<file path="src/rtl/combo_sweeper.sv">
// Exhaustive combinational sweeper: walks every input vector into an external
// device, holds each for HOLD cycles, captures the response and scores it against an expected table.
module combo_sweeper #(
  parameter int N_IN  = 3,
  parameter int N_OUT = 2,
  parameter int HOLD  = 10
) (
  input  logic             clk,
  input  logic             rst_n,
  input  logic             start,
  input  logic             abort,
  input  logic [N_OUT-1:0] dut_out,
  input  logic             exp_we,
  input  logic [N_IN-1:0]  exp_addr,
  input  logic [N_OUT-1:0] exp_data,
  input  logic [N_IN-1:0]  rd_addr,
  output logic [N_IN-1:0]  vec,
  output logic             busy,
  output logic             done,
  output logic [N_OUT-1:0] rd_data,
  output logic [N_IN:0]    err_cnt,
  output logic             first_err_valid,
  output logic [N_IN-1:0]  first_err_addr
);

  localparam int              DEPTH     = 1 << N_IN;
  localparam int              HW        = (HOLD > 1) ? $clog2(HOLD) : 1;
  localparam logic [HW-1:0]   HOLD_LAST = HW'(HOLD - 1);
  localparam logic [N_IN-1:0] VEC_LAST  = {N_IN{1'b1}};

  typedef enum logic [1:0] {ST_IDLE, ST_RUN, ST_DONE} state_t;

  state_t           state, state_next;
  logic [HW-1:0]    hold_cnt;
  logic             launch, sample, mismatch;
  logic [N_OUT-1:0] exp_mem [DEPTH];
  logic [N_OUT-1:0] cap_mem [DEPTH];

  // NOTE: clocked state uses non-blocking assignments so every register
  // updates from the same pre-edge values, independent of statement order.
  always_ff @(posedge clk or negedge rst_n) begin
    if (!rst_n) state <= ST_IDLE;
    else        state <= state_next;
  end

  // NOTE: every output of this block gets a default first, so no path can
  // leave a signal unassigned and infer a latch.
  always_comb begin
    state_next = state;
    launch     = 1'b0;
    sample     = 1'b0;
    busy       = (state == ST_RUN);
    done       = (state == ST_DONE);
    unique case (state)
      ST_IDLE: begin
        if (start && !abort) begin
          state_next = ST_RUN;
          launch     = 1'b1;
        end
      end
      ST_RUN: begin
        // abort beats the sample, so the vector in flight is never scored
        if (abort) begin
          state_next = ST_IDLE;
        end else if (hold_cnt == HOLD_LAST) begin
          sample = 1'b1;
          if (vec == VEC_LAST) state_next = ST_DONE;
        end
      end
      ST_DONE: state_next = ST_IDLE;
      default: state_next = ST_IDLE;
    endcase
  end

  assign mismatch = (dut_out != exp_mem[vec]);

  always_ff @(posedge clk or negedge rst_n) begin
    if (!rst_n) begin
      vec             <= '0;
      hold_cnt        <= '0;
      err_cnt         <= '0;
      first_err_valid <= 1'b0;
      first_err_addr  <= '0;
    end else if (launch) begin
      vec             <= '0;
      hold_cnt        <= '0;
      err_cnt         <= '0;
      first_err_valid <= 1'b0;
      first_err_addr  <= '0;
    end else if (state == ST_RUN) begin
      if (abort) begin
        vec      <= '0;
        hold_cnt <= '0;
      end else if (sample) begin
        // the increment wraps the last vector back to 0 on the way into DONE
        vec      <= vec + 1'b1;
        hold_cnt <= '0;
        if (mismatch) begin
          err_cnt <= err_cnt + 1'b1;
          if (!first_err_valid) begin
            first_err_valid <= 1'b1;
            first_err_addr  <= vec;
          end
        end
      end else begin
        hold_cnt <= hold_cnt + 1'b1;
      end
    end
  end

  // NOTE: the tables are plain storage with no reset, so they sit in a
  // clock-only process and can map onto RAM or register-file cells.
  always_ff @(posedge clk) begin
    if (exp_we && state == ST_IDLE) exp_mem[exp_addr] <= exp_data;
    if (sample)                     cap_mem[vec]      <= dut_out;
  end

  assign rd_data = cap_mem[rd_addr];

endmodule

</file>
<file path="config.mk">
export PLATFORM = sky130hd
export DESIGN_NAME = combo_sweeper
export DESIGN_NICKNAME = d
export VERILOG_FILES = /design/src/rtl/combo_sweeper.sv
export SDC_FILE = /design/constraint.sdc
export NUM_CORES = 1
export LEC_CHECK = 0
export CORE_UTILIZATION = 57
export CTS_BUF_LIST = sky130_fd_sc_hd__clkbuf_4
export DETAILED_ROUTE_END_ITERATION = 10
export PLACE_DENSITY = 0.82
export SETUP_SLACK_MARGIN = 0.5
export SKIP_CTS_REPAIR_TIMING = 1
export SLEW_MARGIN = 20
export SYNTH_ARGS = -nofsm -noshare
export SYNTH_HDL_FRONTEND = slang
export SYNTH_SLANG_ARGS = --single-unit
</file>
<file path="constraint.sdc">
create_clock -name clk -period 2.35 [get_ports clk]
set_input_delay 0.235 -clock clk [delete_from_list [all_inputs] [get_ports clk]]
set_output_delay 0.235 -clock clk [all_outputs]
set_load 0.05 [all_outputs]
</file>
==> flow_metrics.env, run 1 <==
export IMPL_status="completed"
export IMPL_detailedRoute_firstIterationViolations=116
export IMPL_yosysSeqAreaShare_pct=60.5
export IMPL_vias_per_cell=5.96
export IMPL_gr_usage_all_layers_pct=23.0
export IMPL_routedWlPerCell_um=17.7
export IMPL_clkLatencyLatePin_ns=0.35
export IMPL_relSlewSlack_pct=48.7
export IMPL_nets=226
export IMPL_final_setup_tns_ns=0
export IMPL_synth_common_cells="edfxtp_1, dfrtp_1, nor2_1, nand2_1, nor3_1"
export IMPL_ioPinCount=30
export IMPL_critPathKind="flop to flop"
export IMPL_ys_types=34
export IMPL_cap_violations=0
export IMPL_power_switching_mw=0.363
export IMPL_fin_crit_sh_pct=87.1
export IMPL_yosys_warnings=0
export IMPL_power_density_nw_per_um2=534
export IMPL_diodes=0
export IMPL_arrival_ns=2.34
export IMPL_cts_sinks=49
export IMPL_netSwitchingFraction_pct=23.9
export IMPL_final_fill_count=227
export IMPL_finalSetupViolations=0
export IMPL_synthFlopType="edfxtp_1"
export IMPL_synthTopCellsByArea="edfxtp_1, dfrtp_1, mux4_2, nor2_1, ha_1"
export IMPL_netlist_area_um2=2290
export IMPL_synth_edf_count=32
export IMPL_drc_errors=0
export IMPL_syn_to_final_growth_pct=24.4
export IMPL_pwr_share_comb_pct=11.6
export IMPL_critical_path_required_ns=2.64
export IMPL_gp_congestion=0.859
export IMPL_synth_most_common_cell="edfxtp_1"
export IMPL_portBuffers=29
export IMPL_cts_root_buf="clkbuf_4"
export IMPL_endpoint_kind="flop"
export IMPL_dieArea_um2=4270
export IMPL_irDropWorstVdd_v=0.000405
export IMPL_die_height_um=65.4
export IMPL_synth_top_area_cell="edfxtp_1"
export IMPL_antenna_found_initial=0
export IMPL_num_rows=22
export IMPL_start_util_pct=61.2
export IMPL_syn_nets=190
export IMPL_cts_buffer_depth=2
export IMPL_first_global_vias=1454
export IMPL_reg2reg_depth=6
export IMPL_ys_ff_latch=49
export IMPL_gr_total_overflow=0
export IMPL_syn_area_per_cell_um2=13.5
export IMPL_cts_max_level=2
export IMPL_cts_tree="built"
export IMPL_p_int_mw=1.16
export IMPL_drive_gt1_share_pct=20.8
export IMPL_setup_worst_path_start="vec[0]"
export IMPL_p_seq_share_pct=63.2
export IMPL_period_needed_ns=2.05
export IMPL_dp_hpwl_um=3190
export IMPL_r2r_start="vec[0]"
export IMPL_grt_pass1_wl_um=7130
export IMPL_syn_inst=170
export IMPL_synth_top_cell_area_share_pct=42.0
export IMPL_post_place_ws_ns=0.207
export IMPL_clk_transition_reported_paths_ns=0.13
export IMPL_rsz0062_at_grt="yes"
export IMPL_synthArstFlopShare_pct=34.7
export IMPL_wirelength_um=4510
export IMPL_fmax_mhz=489
export IMPL_p_clk_share_pct=25.2
export IMPL_die_x_um=65.4
export IMPL_hold_viol_final=0
export IMPL_drtPass1Iterations=4
export IMPL_grt_max_degree=18
export IMPL_hold_path_class="input pin to asynchronous set/reset pin"
export IMPL_finalClockSkew_ns=0.00577
export IMPL_ant_nets=0
export IMPL_drv_slew=0
export IMPL_fin_ws_ns=0.304
export IMPL_crit_path_max_fanout=6
export IMPL_numCtsBuffers=5
export IMPL_critPathLaunchType="flop"
export IMPL_leakage_nw=1.21
export IMPL_tightest_slew_ns=0.768
export IMPL_dr_total_vias=1520
export IMPL_coreArea_um2=3740
[worst paths after layout]
path	to	slack (ns)
max	first_err_addr[1]	0.30
min	hold_cnt[2]	0.31
max reg2reg	first_err_addr[1]	0.30
min reg2reg	err_cnt[3]	0.49
max in group asynchronous	vec[0]	1.51
min in group clk	err_cnt[3]	0.49
[final cells by class]
class	instances	area [um2]	area share, %
sequential	49	1390	48.8
multi-input combinational	108	942	33.1
timing repair buffer	36	377	13.2
tap	48	60.1	2.11
clock buffer	7	52.6	1.85
inverter	6	22.5	0.791
clock inverter	1	5.00	0.176
[cells in the final DEF (no fill, tap or decap), drive strengths merged]
cell and n:
or2 1, nor2b 2, clkinv 1, nand2 9
nand3 6, xnor2 2, a2bb2oi 1, nor3 9
nand2b 6, inv 6, a31oi 1, buf 9
clkbuf 7, mux2i 8, a22o 2, nor4 4
clkdlybuf4s50 16, nand3b 2, a21oi 8, ha 5
mux2 2, mux4 8, and3 2, or3b 1
o21ai 4, nor4b 3, o211ai 5, dlymetal6s2s 11
nor2 17, edfxtp 32, dfrtp 17
[layer usage]
| layer | global-route usage [%] | up-vias | part of all wire (%) |
|---|---|---|---|
| li1 | - | 709 | - |
| met1 | 29.6 | 762 | 43 |
| met2 | 38.5 | 42 | 52 |
| met3 | 5.56 | 7 | 3.9 |
| met4 | 7.34 | 0 | 1.3 |
| met5 | 0 | - | 0 |
[power groups by stage]
stage	combinational (mW)	sequential, mW	clock (mW)
global route	0.191	0.963	0.424
CTS	0.165	0.960	0.386
detailed placement	0.164	0.978	0
finish	0.176	0.961	0.383
floorplan	0.0938	0.975	0
global placement	0.155	0.977	0
[critical path, cell delays in order (launching register included)]
cell and delay [ns]:
dfrtp_2 0.49, mux4_2 0.56, mux2i_4 0.24, buf_4 0.18, mux2i_4 0.26, nand3_2 0.11
a21oi_2 0.15
[stage by stage]
step	instance area (um2)	cells	total power, mW	util, %	hold slack [ns]
CTS	2700	252	1.51	72.2	0.333
floorplan	2310	170	1.07	-	-0.0606
detailed placement	2650	244	1.14	70.7	0.477
global route	2850	255	1.58	76.1	0.349
global placement	2650	244	1.13	70.7	0.462
finish	2850	255	1.52	76.1	0.315
[registers in the layout, indices dropped and copies added (netlist names)]
register / flops
first_err_valid: 1
cap_mem: 16
first_err_addr: 3
err_cnt: 4
vec: 3
exp_mem: 16
hold_cnt: 4
state: 2
[cell families after synthesis]
kind of cell,Yosys count,share of synthesized area (%)
AO/OA/AOI/OAI,21,5.85
multiplexers,18,13.4
AND/OR/NAND/NOR,62,13.8
buffers and inverters,13,2.57
flip-flops,49,60.5
adder cells (fa/ha/maj),5,2.73
XOR/XNOR,2,1.09
No activity file was read; power rests on OpenSTA's default activity.
==> run 2: changes to the inputs <==
REMOVE_ABC_BUFFERS = 1   (was default)
==> run 2 against run 1 <==
  * Count of clock-buffer cells in the layout shrank 2
  * Setup slack lost 0.051 ns
  * Sequential power is essentially flat
  * Highest routed layer unchanged
  * Combinational power up 10%
  * Clock power down 4%
  * Clock skew grew 0.016 ns
==> flow_metrics.env, run 2 (synthesis results as in run 1) <==
export IMPL_status="completed"
export IMPL_reg2reg_depth=6
export IMPL_r2r_start="state[1]"
export IMPL_critical_path_top_delay_family="simple AND/OR/NAND/NOR gates"
export IMPL_cts_buffer_depth=2
export IMPL_diodes=0
export IMPL_clkLatencyLatePin_ns=0.37
export IMPL_numCtsBuffers=5
export IMPL_final_fill_count=225
export IMPL_vias_per_cell=6.00
export IMPL_final_cell_mix="edfxtp_1, nor2_1, clkdlybuf4s50_1"
export IMPL_critical_path_required_ns=2.60
export IMPL_grt_max_degree=18
export IMPL_fin_cells=258
export IMPL_fmax_mhz=477
export IMPL_path_cells="or3b_1, buf_4, nor4b_1, mux2i_2, nand3_1, a21oi_2"
export IMPL_hold_viol_final=0
export IMPL_postPlaceCellArea_um2=2630
export IMPL_tightest_slew_ns=0.803
export IMPL_period_needed_ns=2.10
export IMPL_critPathSlowestCell="nor4b_1"
export IMPL_register_area_um2=1390
export IMPL_r2r_end="first_err_addr[0]"
export IMPL_cts_root_buf="clkbuf_4"
export IMPL_cts_sinks=49
export IMPL_clk_transition_reported_paths_ns=0.14
export IMPL_postLayoutCoreUtil_pct=76.4
export IMPL_portBuffers=29
export IMPL_multi_input_area_um2=936
export IMPL_die_x_um=65.4
export IMPL_rsz0062_at_grt="yes"
export IMPL_wirelength_um=4890
export IMPL_nets=229
export IMPL_syn_to_final_growth_pct=24.9
export IMPL_relSlewSlack_pct=46.3
export IMPL_drc_errors=0
export IMPL_gr_total_overflow=0
export IMPL_cap_violations=0
export IMPL_dr_total_vias=1548
export IMPL_critPathMaxStageDelay_ns=0.50
export IMPL_cts_max_level=2
export IMPL_dp_cells=244
export IMPL_biggestRegsByFlops="cap_mem (16), exp_mem (16)"
export IMPL_endpoint_kind="flop"
export IMPL_routedWlPerCell_um=18.9
export IMPL_timing_critical_path_buf_inv=1
export IMPL_cts_tree="built"
export IMPL_gp_congestion=0.850
export IMPL_irDropWorstVdd_v=0.000398
export IMPL_drv_slew=0
export IMPL_leakage_nw=1.22
export IMPL_detailedRoute_firstIterationViolations=115
export IMPL_fin_crit_sh_pct=89.2
export IMPL_gr_usage_all_layers_pct=23.9
export IMPL_num_rows=22
export IMPL_drtPass1Iterations=4
export IMPL_critPathKind="flop to flop"
export IMPL_ioPinCount=30
export IMPL_finalClockSkew_ns=0.0218
export IMPL_grt_pass1_wl_um=7280
export IMPL_coreArea_um2=3740
export IMPL_critPathLaunchType="flop"
export IMPL_arrival_ns=2.35
export IMPL_drive_gt1_share_pct=24.3
export IMPL_total_power_mw=1.52
export IMPL_finalSetupViolations=0
export IMPL_ant_nets=0
export IMPL_r2r_slack_ns=0.25
export IMPL_antenna_found_initial=0
export IMPL_first_global_vias=1494
export IMPL_power_density_nw_per_um2=533
export IMPL_crit_path_max_fanout=6
export IMPL_hold_path_class="input pin to asynchronous set/reset pin"
export IMPL_dieArea_um2=4270
export IMPL_start_util_pct=61.2
export IMPL_final_common_cell="edfxtp_1"
export IMPL_die_height_um=65.4
export IMPL_final_cell_area_um2=2860
export IMPL_dp_hpwl_um=3250
export IMPL_hold_slack_ns=0.308
==> run 2: power breakdown <==
group          total [mW]  internal [mW]  leakage (nW)  switching (mW)
clock network       0.367          0.109        0.0300           0.258
logic               0.194         0.0858         0.669           0.108
registers           0.962          0.941         0.517          0.0205
total                1.52           1.14          1.22           0.387
==> run 2: routing by layer <==
layer	vias up	GRT usage [%]	part of all wire [%]	wire [um]
li1	714	-	-	-
met1	753	30.7	40	1980
met2	72	39.2	52	2550
met3	9	5.73	5.4	263
met4	0	9.78	2.0	97
met5	-	0	0	0
==> run 2: final cells by class <==
class	instances	area share, %
Multi-Input combinational cell	108	32.7
Timing Repair Buffer	39	14.0
Sequential cell	49	48.7
Clock buffer	5	1.31
Inverter	6	0.788
Clock inverter	3	0.438
Tap cell	48	2.10
==> run 2: through the flow <==
stage,TNS (ns),worst slack (ns)
after CTS,0,0.137
after floorplan,-0.173,-0.0683
after global placement,0,0.218
after detailed placement,0,0.113
after global routing,0,0.106
final,0,0.253
==> run 2: how the worst max path moves through the flow <==
stage	startpoint	end	slack [ns]	cells past startpoint
after global placement	abort	cap_mem[0][0]	0.22	4
after global routing	state[1]	first_err_addr[0]	0.11	6
after floorplan	vec[0]	err_cnt[3]	-0.07	5
final	state[1]	first_err_addr[0]	0.25	6
after detailed placement	abort	cap_mem[0][0]	0.11	4
after CTS	state[1]	busy	0.14	3
==> run 3: changes to the inputs <==
--- a/constraint.sdc
+++ b/constraint.sdc
@@ -3,2 +3,2 @@
 set_output_delay 0.235 -clock clk [all_outputs]
-set_load 0.05 [all_outputs]
+set_load 0.1 [all_outputs]
==> run 3 against run 2 <==
  * Sequential cell count unchanged
  * Die area unchanged
  * Hold slack got worse by 0.020 ns
  * Count of clock-buffer cells in the layout is the same
  * Cell area fell by 1.4%
  * Clock skew is 0.0074 ns lower
  * Sequential share of layout area increased by 0.58 points
  * Largest power group unchanged
==> flow_metrics.env, run 3 (synthesis results as in run 1) <==
export IMPL_fin_crit_sh_pct=85.6
export IMPL_ioPinCount=30
export IMPL_grt_max_degree=18
export IMPL_leakage_nw=1.08
export IMPL_period_needed_ns=2.01
export IMPL_num_rows=22
export IMPL_drtPass1Iterations=4
export IMPL_p_int_mw=1.25
export IMPL_portBuffers=29
export IMPL_post_place_ws_ns=0.141
export IMPL_critical_path_required_ns=2.39
export IMPL_critPathMaxStageDelay_ns=0.45
export IMPL_wirelength_um=4550
export IMPL_irDropWorstVdd_v=0.000365
export IMPL_cts_root_buf="clkbuf_4"
export IMPL_routedWlPerCell_um=17.7
export IMPL_register_area_um2=1390
export IMPL_critical_path_top_delay_family="simple AND/OR/NAND/NOR gates"
export IMPL_dieArea_um2=4270
export IMPL_detailedRoute_firstIterationViolations=114
export IMPL_drc_errors=0
export IMPL_cts_max_level=2
export IMPL_antenna_found_initial=0
export IMPL_relSlewSlack_pct=47.9
export IMPL_clk_transition_reported_paths_ns=0.15
export IMPL_path_cells="ha_1, nand3b_1, or2_4, nor4_1"
export IMPL_cts_tree="built"
export IMPL_netSwitchingFraction_pct=25.0
export IMPL_gp_congestion=0.866
export IMPL_critPathLaunchType="flop"
export IMPL_fmax_mhz=497
export IMPL_finalClockSkew_ns=0.0143
export IMPL_cap_violations=0
export IMPL_final_fill_count=237
export IMPL_critPathSlowestCell="dfrtp_1"
export IMPL_diodes=0
export IMPL_drv_slew=0
export IMPL_power_density_nw_per_um2=591
export IMPL_grt_pass1_wl_um=7250
export IMPL_hold_path_class="input pin to asynchronous set/reset pin"
export IMPL_first_global_vias=1528
export IMPL_dp_hpwl_um=3160
export IMPL_critPathKind="flop to flop"
export IMPL_biggestRegsByFlops="cap_mem (16), exp_mem (16)"
export IMPL_pwr_share_comb_pct=12.7
export IMPL_nets=228
export IMPL_final_cell_mix="edfxtp_1, buf_4, nor2_1"
export IMPL_hold_slack_ns=0.288
export IMPL_timing_critical_path_buf_inv=0
export IMPL_finalSetupViolations=0
export IMPL_syn_to_final_growth_pct=23.1
export IMPL_arrival_ns=2.05
export IMPL_gr_usage_all_layers_pct=23.7
export IMPL_hold_viol_final=0
export IMPL_gr_total_overflow=0
export IMPL_fin_ws_ns=0.339
export IMPL_cts_sinks=49
export IMPL_p_seq_share_pct=57.9
export IMPL_tightest_slew_ns=0.779
export IMPL_die_x_um=65.4
export IMPL_endpoint_kind="flop"
export IMPL_final_common_cell="edfxtp_1"
export IMPL_power_switching_mw=0.417
export IMPL_coreArea_um2=3740
export IMPL_ant_nets=0
export IMPL_vias_per_cell=5.85
export IMPL_start_util_pct=61.2
export IMPL_cts_buffer_depth=2
export IMPL_status="completed"
export IMPL_numCtsBuffers=5
export IMPL_rsz0062_at_grt="yes"
export IMPL_drive_gt1_share_pct=28.7
export IMPL_clkLatencyLatePin_ns=0.38
export IMPL_multi_input_area_um2=921
export IMPL_dr_total_vias=1503
export IMPL_die_height_um=65.4
export IMPL_p_clk_share_pct=29.4
export IMPL_crit_path_max_fanout=8
## run 3: changes by cell type in the layout (fill, tap and decap cells not counted), moves of 3 or more
cell,before,now
buf_4,9,22
dlymetal6s2s_1,10,1
clkdlybuf4s50_1,16,13
dfrtp_1,13,16
dfrtp_2,4,1
## run 3: power groups by stage
stage               Combinational (mW)  Clock, mW  Sequential [mW]
finish                           0.212      0.489            0.965
global route                     0.227      0.533            0.968
CTS                              0.192      0.496            0.961
detailed placement               0.190          0            0.979
global placement                 0.184          0            0.977
floorplan                        0.107          0            0.978
## run 3: layout make-up
| cell class | instances | share of cell area, % |
|---|---|---|
| Sequential cell | 49 | 49.2 |
| Multi-Input combinational cell | 108 | 32.7 |
| Timing Repair Buffer | 38 | 12.3 |
| Tap cell | 48 | 2.13 |
| Clock inverter | 3 | 1.47 |
| Clock buffer | 5 | 1.33 |
| Inverter | 6 | 0.799 |
## run 3: final timing paths
path	slack, ns	start	to	cells past startpoint
max in group asynchronous	1.54	rst_n	vec[0]	1
setup reg to reg	0.34	hold_cnt[0]	cap_mem[0][1]	4
hold / removal	0.29	rst_n	vec[0]	1
hold reg to reg	0.50	err_cnt[3]	err_cnt[3]	1
setup / recovery	0.34	hold_cnt[0]	cap_mem[0][1]	4
min in group clk	0.50	err_cnt[3]	err_cnt[3]	1
## run 3: layer usage
metal	track usage, %	share of wire (%)	vias to the layer above
li1	-	-	715
met1	31.1	43	730
met2	38.1	49	50
met3	6.08	5.3	8
met4	8.42	1.9	0
met5	0	0	-
## run 3: stage by stage
step           setup TNS, ns  cells  utilization, %  power, mW  instance area [um2]
3_5_place_dp               0    244            70.0       1.17                 2620
5_1_grt                    0    257            75.3       1.73                 2820
4_1_cts                    0    252            72.1       1.65                 2700
3_3_place_gp               0    244            70.0       1.16                 2620
6_report                   0    257            75.3       1.67                 2820
2_1_floorplan          -2.78    163               -       1.08                 2250
## run 3: worst reg2reg max path, cell delays in order, from the launching register on
cell and delay, ns:
dfrtp_1 0.45, ha_1 0.20, nand3b_1 0.25, or2_4 0.38, nor4_1 0.39
